`src/rtl/riscv_apu_disp_fifo.sv`:
```
// APU dispatcher with a DEPTH-entry in-order queue of outstanding write-back addresses.
// Issues requests, stalls on capacity/latency-type/grant, and flags RAW/WAW hazards.
module riscv_apu_disp_fifo #(
  parameter int DEPTH   = 4,
  parameter int WADDR_W = 6,
  parameter int N_RD    = 3,
  parameter int N_WR    = 2,
  parameter int CNT_W   = $clog2(DEPTH + 1)
) (
  input  logic                    clk_i,
  input  logic                    rst_ni,
  input  logic                    enable_i,
  input  logic [1:0]              apu_lat_i,
  input  logic [WADDR_W-1:0]      apu_waddr_i,
  output logic [WADDR_W-1:0]      apu_waddr_o,
  output logic                    apu_wvalid_o,
  output logic                    apu_multicycle_o,
  output logic                    apu_singlecycle_o,
  output logic                    active_o,
  output logic [CNT_W-1:0]        occupancy_o,
  output logic                    stall_o,
  input  logic [N_RD*WADDR_W-1:0] read_regs_i,
  input  logic [N_RD-1:0]         read_regs_valid_i,
  output logic                    read_dep_o,
  input  logic [N_WR*WADDR_W-1:0] write_regs_i,
  input  logic [N_WR-1:0]         write_regs_valid_i,
  output logic                    write_dep_o,
  output logic                    perf_type_o,
  output logic                    perf_cont_o,
  output logic                    perf_full_o,
  output logic                    err_o,
  output logic                    apu_master_req_o,
  output logic                    apu_master_ready_o,
  input  logic                    apu_master_gnt_i,
  input  logic                    apu_master_valid_i
);

  localparam int PTR_W = (DEPTH > 1) ? $clog2(DEPTH) : 1;

  logic [WADDR_W-1:0] ent_q [DEPTH];
  logic [DEPTH-1:0]   ent_vld_q;
  logic [PTR_W-1:0]   wr_ptr_q;
  logic [PTR_W-1:0]   rd_ptr_q;
  logic [CNT_W-1:0]   cnt_q;
  logic [1:0]         lat_q;
  logic               err_q;

  logic active, stall_full, stall_type, valid_req, stall_nack, accepted;
  logic ret_req, ret_head, push, pop, spurious, req_dep_cand;
  logic rd_hit, wr_hit;

  // Pointers wrap explicitly so non-power-of-two depths stay correct.
  function automatic logic [PTR_W-1:0] ptr_inc(input logic [PTR_W-1:0] p);
    return (p == PTR_W'(DEPTH - 1)) ? '0 : p + PTR_W'(1);
  endfunction

  assign active     = (cnt_q != '0);
  assign stall_full = (cnt_q == CNT_W'(DEPTH));
  assign stall_type = enable_i & active &
                      ((apu_lat_i == 2'd1) |
                       ((apu_lat_i == 2'd2) & (lat_q == 2'd3)) |
                       (apu_lat_i == 2'd3));
  assign valid_req  = enable_i & ~stall_full & ~stall_type;
  assign stall_nack = valid_req & ~apu_master_gnt_i;
  assign accepted   = valid_req & apu_master_gnt_i;

  // A response on an empty queue either completes the op issued this cycle or is spurious.
  assign ret_req      = accepted & apu_master_valid_i & ~active;
  assign ret_head     = apu_master_valid_i & active;
  assign push         = accepted & ~ret_req;
  assign pop          = ret_head;
  assign spurious     = apu_master_valid_i & ~active & ~ret_req;
  assign req_dep_cand = valid_req & ~ret_req;

  assign stall_o            = stall_full | stall_type | stall_nack;
  assign apu_master_req_o   = valid_req;
  assign apu_master_ready_o = 1'b1;
  assign apu_wvalid_o       = ret_req | ret_head;
  assign apu_waddr_o        = ret_req  ? apu_waddr_i :
                              ret_head ? ent_q[rd_ptr_q] : '0;
  assign apu_multicycle_o   = (lat_q == 2'd3);
  assign apu_singlecycle_o  = ~active;
  assign active_o           = active;
  assign occupancy_o        = cnt_q;
  assign perf_type_o        = stall_type;
  assign perf_cont_o        = stall_nack;
  assign perf_full_o        = enable_i & stall_full;
  assign err_o              = err_q;

  // The retiring head no longer counts as a hazard in the cycle it writes back.
  always_comb begin
    rd_hit = 1'b0;
    wr_hit = 1'b0;
    for (int p = 0; p < N_RD; p++) begin
      if (read_regs_valid_i[p]) begin
        if (req_dep_cand && (read_regs_i[p*WADDR_W +: WADDR_W] == apu_waddr_i)) rd_hit = 1'b1;
        for (int e = 0; e < DEPTH; e++) begin
          if (ent_vld_q[e] && !(ret_head && (PTR_W'(e) == rd_ptr_q)) &&
              (ent_q[e] == read_regs_i[p*WADDR_W +: WADDR_W])) rd_hit = 1'b1;
        end
      end
    end
    for (int p = 0; p < N_WR; p++) begin
      if (write_regs_valid_i[p]) begin
        if (req_dep_cand && (write_regs_i[p*WADDR_W +: WADDR_W] == apu_waddr_i)) wr_hit = 1'b1;
        for (int e = 0; e < DEPTH; e++) begin
          if (ent_vld_q[e] && !(ret_head && (PTR_W'(e) == rd_ptr_q)) &&
              (ent_q[e] == write_regs_i[p*WADDR_W +: WADDR_W])) wr_hit = 1'b1;
        end
      end
    end
  end

  assign read_dep_o  = rd_hit;
  assign write_dep_o = wr_hit;

  always_ff @(posedge clk_i or negedge rst_ni) begin
    if (!rst_ni) begin
      for (int i = 0; i < DEPTH; i++) ent_q[i] <= '0;
      ent_vld_q <= '0;
      wr_ptr_q  <= '0;
      rd_ptr_q  <= '0;
      cnt_q     <= '0;
      lat_q     <= 2'd0;
      err_q     <= 1'b0;
    end else begin
      if (push) begin
        ent_q[wr_ptr_q]     <= apu_waddr_i;
        ent_vld_q[wr_ptr_q] <= 1'b1;
        wr_ptr_q            <= ptr_inc(wr_ptr_q);
      end
      if (pop) begin
        ent_vld_q[rd_ptr_q] <= 1'b0;
        rd_ptr_q            <= ptr_inc(rd_ptr_q);
      end
      case ({push, pop})
        2'b10:   cnt_q <= cnt_q + CNT_W'(1);
        2'b01:   cnt_q <= cnt_q - CNT_W'(1);
        default: cnt_q <= cnt_q;
      endcase
      if (accepted) lat_q <= apu_lat_i;
      if (spurious) err_q <= 1'b1;
    end
  end

endmodule

```
`config.mk`:
```
export PLATFORM = sky130hd
export DESIGN_NAME = riscv_apu_disp_fifo
export DESIGN_NICKNAME = d
export VERILOG_FILES = /design/src/rtl/riscv_apu_disp_fifo.sv
export SDC_FILE = /design/constraint.sdc
export NUM_CORES = 1
export LEC_CHECK = 0
export CAP_MARGIN = 5
export CORE_AREA = 2 2 115 145
export CTS_CLUSTER_DIAMETER = 200
export DETAILED_ROUTE_END_ITERATION = 6
export DIE_AREA = 0 0 117 147
export DONT_BUFFER_PORTS = 1
export GPL_ROUTABILITY_DRIVEN = 1
export PLACE_DENSITY_LB_ADDON = 0.12
export RECOVER_POWER = 50
export SYNTH_ARGS = -nofsm -noshare
export SYNTH_HDL_FRONTEND = slang
export SYNTH_SLANG_ARGS = --single-unit
```
`constraint.sdc`:
```
create_clock -name clk_i -period 2.3 [get_ports clk_i]
set_input_delay 0.46 -clock clk_i [delete_from_list [all_inputs] [get_ports clk_i]]
set_output_delay 0.46 -clock clk_i [all_outputs]
set_load 0.005 [all_outputs]
```
==> results of run 1 <==
## through the flow
stage               setup TNS (ns)  total power [mW]  std cells  utilization
floorplan                        0              3.54        433            -
global placement           -0.0304              4.30        604        0.258
detailed placement         -0.0375              4.31        604        0.258
CTS                        -0.0431              5.40        618        0.282
global route                -0.205              5.82        618        0.284
finish                     -0.0149              5.41        618        0.284
## layer usage
layer	track usage	vias to the layer above	share of wire
met5	0	-	0
met4	0.0506	0	0.016
met3	0.0388	11	0.075
met2	0.295	106	0.51
met1	0.209	1514	0.40
li1	-	1381	-
## worst max-delay path, cell delays in order, from the launching register on
cell	delay, ns
dfrtp_1	0.57
xor2_1	0.24
nor4_1	0.31
nand4_1	0.14
nand4_1	0.13
o21ai_1	0.08
nand3_1	0.11
## area by class of cell
class,count,area (sq um)
multi-input cells,319,2860
well taps,216,270
flip-flops and latches,38,968
repair buffers,28,234
clock inverters,3,45.0
inverters,9,36.3
fillers,1692,11400
clock buffers,5,125
## power by group through the flow
| stage | Clock, mW | Combinational (mW) | Sequential [mW] |
|---|---|---|---|
| after floorplan | 0 | 2.42 | 1.11 |
| after global routing | 0.870 | 2.98 | 1.97 |
| after detailed placement | 0 | 2.41 | 1.90 |
| after CTS | 0.850 | 2.66 | 1.89 |
| final | 0.815 | 2.68 | 1.91 |
| after global placement | 0 | 2.40 | 1.90 |
## worst paths after layout
path                       slack [ns]                    endpoint  cells past startpoint
setup / recovery                -0.01                  read_dep_o                      6
max in group asynchronous        1.20       ent_q[18]$_DFFE_PN0P_                      1
hold / removal                   0.32           err_o$_DFFE_PN0P_                      2
min in group asynchronous        0.37        ent_q[0]$_DFFE_PN0P_                      1
hold reg to reg                  0.52           err_o$_DFFE_PN0P_                      1
setup reg to reg                 0.10  occupancy_o[2]$_DFFE_PN0P_                     11
## cells by family after synthesis
kind of cell,Yosys count,share of synthesized area
DFF,38,0.243
and+or+nand+nor,85,0.128
buffers and inverters,76,0.0761
AOI/OAI and AO/OA,37,0.0582
muxes,33,0.118
adders and majority gates,10,0.0339
xor gates and xnor gates,153,0.342
other,1,0.000958
## flip-flops by register name (all words and copies together), names as in the netlist
signal,cells
occupancy_o,3
wr_ptr_q,2
ent_vld_q,4
err_o,1
lat_q,2
rd_ptr_q,2
ent_q,24
## Yosys cell counts (9+ instances only)
cell type	n
xor2_1	92
o21ai_0	12
buf_1	18
dfrtp_1	38
ha_1	9
inv_1	9
nand4_1	30
mux2_2	20
nand2_1	12
a21oi_1	11
xnor2_1	61
clkbuf_1	46
nor4_1	25
## placed cells by master (no fill, tap or decap), drive strengths merged, types with 2 or more instances in the layout
cell	Yosys	layout
o21ai	12	12
nand4	30	30
xor2	92	92
mux2	26	26
a22o	6	6
nor2b	2	2
a21boi	4	4
a21oi	11	11
and3	2	2
clkinvlp	0	2
dfrtp	38	38
xnor2	61	61
nor2	7	7
nor4	25	25
buf	21	27
mux4	6	6
clkbuf	46	6
ha	9	9
nand2	13	13
nand3	2	2
inv	9	9
## repair_timing
item	in CTS	in global routing
pin swaps	24	16
endpoints found under the hold margin	38	0
setup endpoints to repair	9	10
setup buffers	5	0
hold buffers	1	0
gates resized for setup	45	19
==> results.cfg, run 1 <==
[layout]
drive_gt1_frac = 0.289
antenna-diode-count = 0
layout_cell_area_excl_fill_sq_um = 4530
synthToLayoutAreaGrowth_pct = 15.9
finalNetCount = 459

[clock_tree]
cts_max_level = 2
worstSkewPairLatency_ns = 0.28
cts-root-to-sink-buffers = 2
cts-root-buf = clkbuf_16
cts_tree = built
path_clk_slew_ns = 0.06
cts_num_sinks = 38
cts_buffers = 5

[drt]
postRouteWirelength_mm = 14.2
routedWlPerCell_um = 23.0
ant_nets = 0
drt_iter0_drc = 163
route.vias.total = 3012
routed_via_density = 4.87
post-route-drc-count = 0
firstDrtPassIters = 4

[floorplanning]
num_rows = 52
floorplan.initialDensity = 0.245
design.die.area_sq_um = 17200
die_y_um = 147
ios = 70
fp.dieW_um = 117
core_area_sq_um = 15900

[worst_setup_path]
critical_path_class = reg2out
critical_path.startpoint = ent_q[4]$_DFFE_PN0P_
endpoint_kind = output port
worst_ep_arrival_time_ns = 1.85
worstPathMaxFanout = 7
crit_required_ns = 1.84
critical_path.startpoint_type = flip-flop
timing.rr.start = occupancy_o[1]$_DFFE_PN0P_

[sta]
grt_setup_unrepaired = yes
worst_slack_ns = -0.0149
final_min_period_over_clock_period = 1.01
timing.clock.skew_ns = 0.00377
hold-worst-slack_ns = 0.320
achievable-frequency_ghz = 0.432
tightestPinTransition_ns = 1.07
hold_violations = 0
report.final.setup_viol = 1
slew_violations = 0
finalCriticalPeriod_ns = 2.31
maxSlewHeadroom = 0.287

[global_route]
grt.total_usage = 0.171
grt_first_pass_wirelength_mm = 21.4
grt_start_max_net_pins = 39
overflow = 0
grt_antenna_before_repair = 0
number_of_global_route_vias_before_repair = 3250

[synthesis]
number_of_synthesis_warnings = 0
synth.net_count = 491
syn_area_sq_um = 3910
yosysTopAreaCellShare = 0.243
asyncSetResetFlopFracSynth = 1.00
syn_area_per_cell_sq_um = 9.04
postSynthRegisterBits = 38
yosys_most_used_dff = dfrtp_1
yosys-top-cells-area = dfrtp_1 (24%), xor2_1 (21%), xnor2_1 (14%), mux2_2 (5.8%), nand4_1 (4.8%)
yosysUniqueCellTypes = 37
synth_sequential_area_ratio = 0.243
synth_largest_area_cell = dfrtp_1
synthesis.instances = 433
synth_enable_flop_cells = 0

[power_and_ir_drop]
combinational_group_share_of_total_power = 0.496
intPower_mw = 3.05
p_per_area_nw_per_um2 = 1190
power.static_leakage_nw = 1.80
share_clk_of_total_power = 0.151
total_switching_power_mw = 2.36
ir_drop_mv = 0.426
power.switching_fraction = 0.436
power.share.sequential = 0.354

[placed_design]
placed_cell_area_sq_um = 4110
io_buffer_count = 0
gp_routability_congestion = 0.807
detailedPlacementHpwl_mm = 10.5
place_ws_ns = -0.0375

[worst_hold_path]
holdCritPathClass = in2reg
launch_instance_of_the_worst_min_delay_path = apu_master_valid_i

[flow_run]
cap_viol_max_count = 0

[outcome]
violations = setup timing
outcome = finished, violations left
(Power assumes the default switching activity.)
==> run 2, diff against run 1 <==
CTS_CLUSTER_DIAMETER = 80   (was 200)
==> results of run 2 <==
No change in the layout: final DEF, timing and power equal those of run 1.
==> run 3, diff against run 2 <==
MAX_ROUTING_LAYER = met4   (was unset)
==> run 3 against run 2 <==
Effect of this change:
- the flow still finishes with violations (setup timing)
- utilization did not move
- via count unchanged
- non-clock buffer count unchanged
- register-to-register slack about the same
- hold slack got worse by 0.00065 ns
- setup slack improved by 0.0013 ns
- routed wire length increased by 0.17%
- clock power barely moved
- cell count stayed put
- maximum frequency about the same
- highest routed layer unchanged
==> results.cfg, run 3 (synthesized netlist as in run 1, its figures left out) <==
[outcome]
outcome = finished, violations left
violations = setup timing

[global_route]
grt_antenna_before_repair = 0
grt_first_pass_wirelength_mm = 21.4
number_of_global_route_vias_before_repair = 3261
overflow = 0
grt.total_usage = 0.176
grt_start_max_net_pins = 39

[placed_design]
detailedPlacementHpwl_mm = 10.5
place_ws_ns = -0.0375
gp_routability_congestion = 0.818
io_buffer_count = 0
placed_cells_incl_taps = 604

[sta]
timing.clock.skew_ns = 0.00371
final_min_period_over_clock_period = 1.01
achievable-frequency_ghz = 0.432
maxSlewHeadroom = 0.293
finalCriticalPeriod_ns = 2.31
worst_slack_ns = -0.0136
tightestPinTransition_ns = 1.06
report.final.setup_viol = 1
hold_violations = 0
slew_violations = 0
setup_total_negative_slack_ns = -0.0136
grt_setup_unrepaired = yes

[worst_setup_path]
endpoint_kind = output port
worst_ep_arrival_time_ns = 1.85
timing.critical_path.cells = xor2_1 > nor4_1 > nand4_1 > nand4_1 > o21ai_1 > nand3_1
rrSetupSlack_ns = 0.09
crit_required_ns = 1.84
worstPathMaxFanout = 7
timing.critical_path.max_delay_family = simple AND/OR/NAND/NOR gates
critical_path.startpoint_type = flip-flop
critical_path_class = reg2out
critPathMostFrequentCell = nand4_1
timing.critical_path.slowest_cell_delay_ns = 0.56
critical_path.slowest_cell = dfrtp_1
path_buf_inv = 0

[layout]
multi_input_comb_area_sq_um = 2860
finalNetCount = 459
largest_register = ent_q
fillerInstances = 1691
number_of_flip_flops_under_the_largest_register_name = 24
layout_commonest_cell = xor2_1
drive_gt1_frac = 0.291
final_cell_mix = xor2_1 (92), xnor2_1 (61), nand4_1 (30)
antenna-diode-count = 0
synthToLayoutAreaGrowth_pct = 15.9
regArea_sq_um = 968
stdcell_count = 618

[power_and_ir_drop]
share_clk_of_total_power = 0.151
ir_drop_mv = 0.427
total_switching_power_mw = 2.37
power.static_leakage_nw = 1.80
report.power.total_mw = 5.42
combinational_group_share_of_total_power = 0.495
power.switching_fraction = 0.437
p_per_area_nw_per_um2 = 1200
power.share.sequential = 0.354
intPower_mw = 3.05

[drt]
post-route-drc-count = 0
drt_iter0_drc = 158
routedWlPerCell_um = 23.1
postRouteWirelength_mm = 14.2
firstDrtPassIters = 4
routed_via_density = 4.87
route.vias.total = 3012
ant_nets = 0

[clock_tree]
cts_max_level = 2
path_clk_slew_ns = 0.06
cts-root-buf = clkbuf_16
cts_buffers = 5
cts-root-to-sink-buffers = 2
cts_tree = built
cts_num_sinks = 38
worstSkewPairLatency_ns = 0.28

[floorplanning]
die_y_um = 147
design.die.area_sq_um = 17200
core_area_sq_um = 15900
fp.dieW_um = 117
ios = 70
num_rows = 52
floorplan.initialDensity = 0.245

[worst_hold_path]
holdCritPathClass = in2reg

[flow_run]
cap_viol_max_count = 0
## run 3: cell counts in the layout (fill, tap and decap cells not counted)
No cell type changed its count.
## run 3: final cells by class
| class | instances | share of cell area |
|---|---|---|
| Clock buffer | 5 | 0.0276 |
| Clock inverter | 3 | 0.00993 |
| Inverter | 9 | 0.00800 |
| Multi-Input combinational cell | 319 | 0.630 |
| Sequential cell | 38 | 0.214 |
| Tap cell | 216 | 0.0596 |
| Timing Repair Buffer | 28 | 0.0516 |
## run 3: worst reg2reg max path, cell delays in order (launching register included)
cell and delay, ns:
dfrtp_1 0.41, or3_4 0.41, buf_6 0.15, a21oi_2 0.13, nor2_2 0.06, inv_2 0.06
ha_4 0.14, inv_2 0.04, fa_2 0.34, xor2_1 0.15, nor2_1 0.11, xor2_1 0.15
## run 3: power by group through the flow
stage	sequential (mW)	combinational (mW)	clock (mW)
3_3_place_gp	1.90	2.40	0
3_5_place_dp	1.90	2.41	0
2_1_floorplan	1.11	2.42	0
4_1_cts	1.89	2.66	0.850
5_1_grt	1.97	2.98	0.867
6_report	1.92	2.69	0.817
## run 3: path summary, 6_finish.rpt
| path | from | cells past startpoint | end |
|---|---|---|---|
| max | ent_q[4]$_DFFE_PN0P_ | 6 | read_dep_o |
| min | apu_master_valid_i | 2 | err_o$_DFFE_PN0P_ |
| max reg2reg | occupancy_o[1]$_DFFE_PN0P_ | 11 | occupancy_o[2]$_DFFE_PN0P_ |
| min reg2reg | err_o$_DFFE_PN0P_ | 1 | err_o$_DFFE_PN0P_ |
| max in group asynchronous | rst_ni | 1 | ent_q[5]$_DFFE_PN0P_ |
| min in group asynchronous | rst_ni | 1 | ent_q[0]$_DFFE_PN0P_ |
## run 3: per-stage QoR
step                      cell area [sq um]  hold WS (ns)  utilization
after floorplan                        3940         0.164            -
after global placement                 4110         0.168        0.258
after detailed placement               4110         0.168        0.258
after CTS                              4490        0.0158        0.282
after global routing                   4530         0.316        0.284
final                                  4530         0.320        0.284
## run 3: layer usage
metal | GRT usage | part of all wire | vias to the layer above | wire length (um)
li1 | - | - | 1383 | -
met1 | 0.209 | 0.40 | 1513 | 5740
met2 | 0.295 | 0.51 | 103 | 7290
met3 | 0.0396 | 0.067 | 13 | 954
met4 | 0.0506 | 0.018 | 0 | 259
met5 | - | 0 | - | 0
## run 3: what timing repair did
item,4_1_cts,5_1_grt
pin swaps,24,16
hold buffers,1,0
endpoints found under the setup margin,9,10
gates resized for setup,45,19
endpoints found under the hold margin,38,0
buffers inserted,5,0
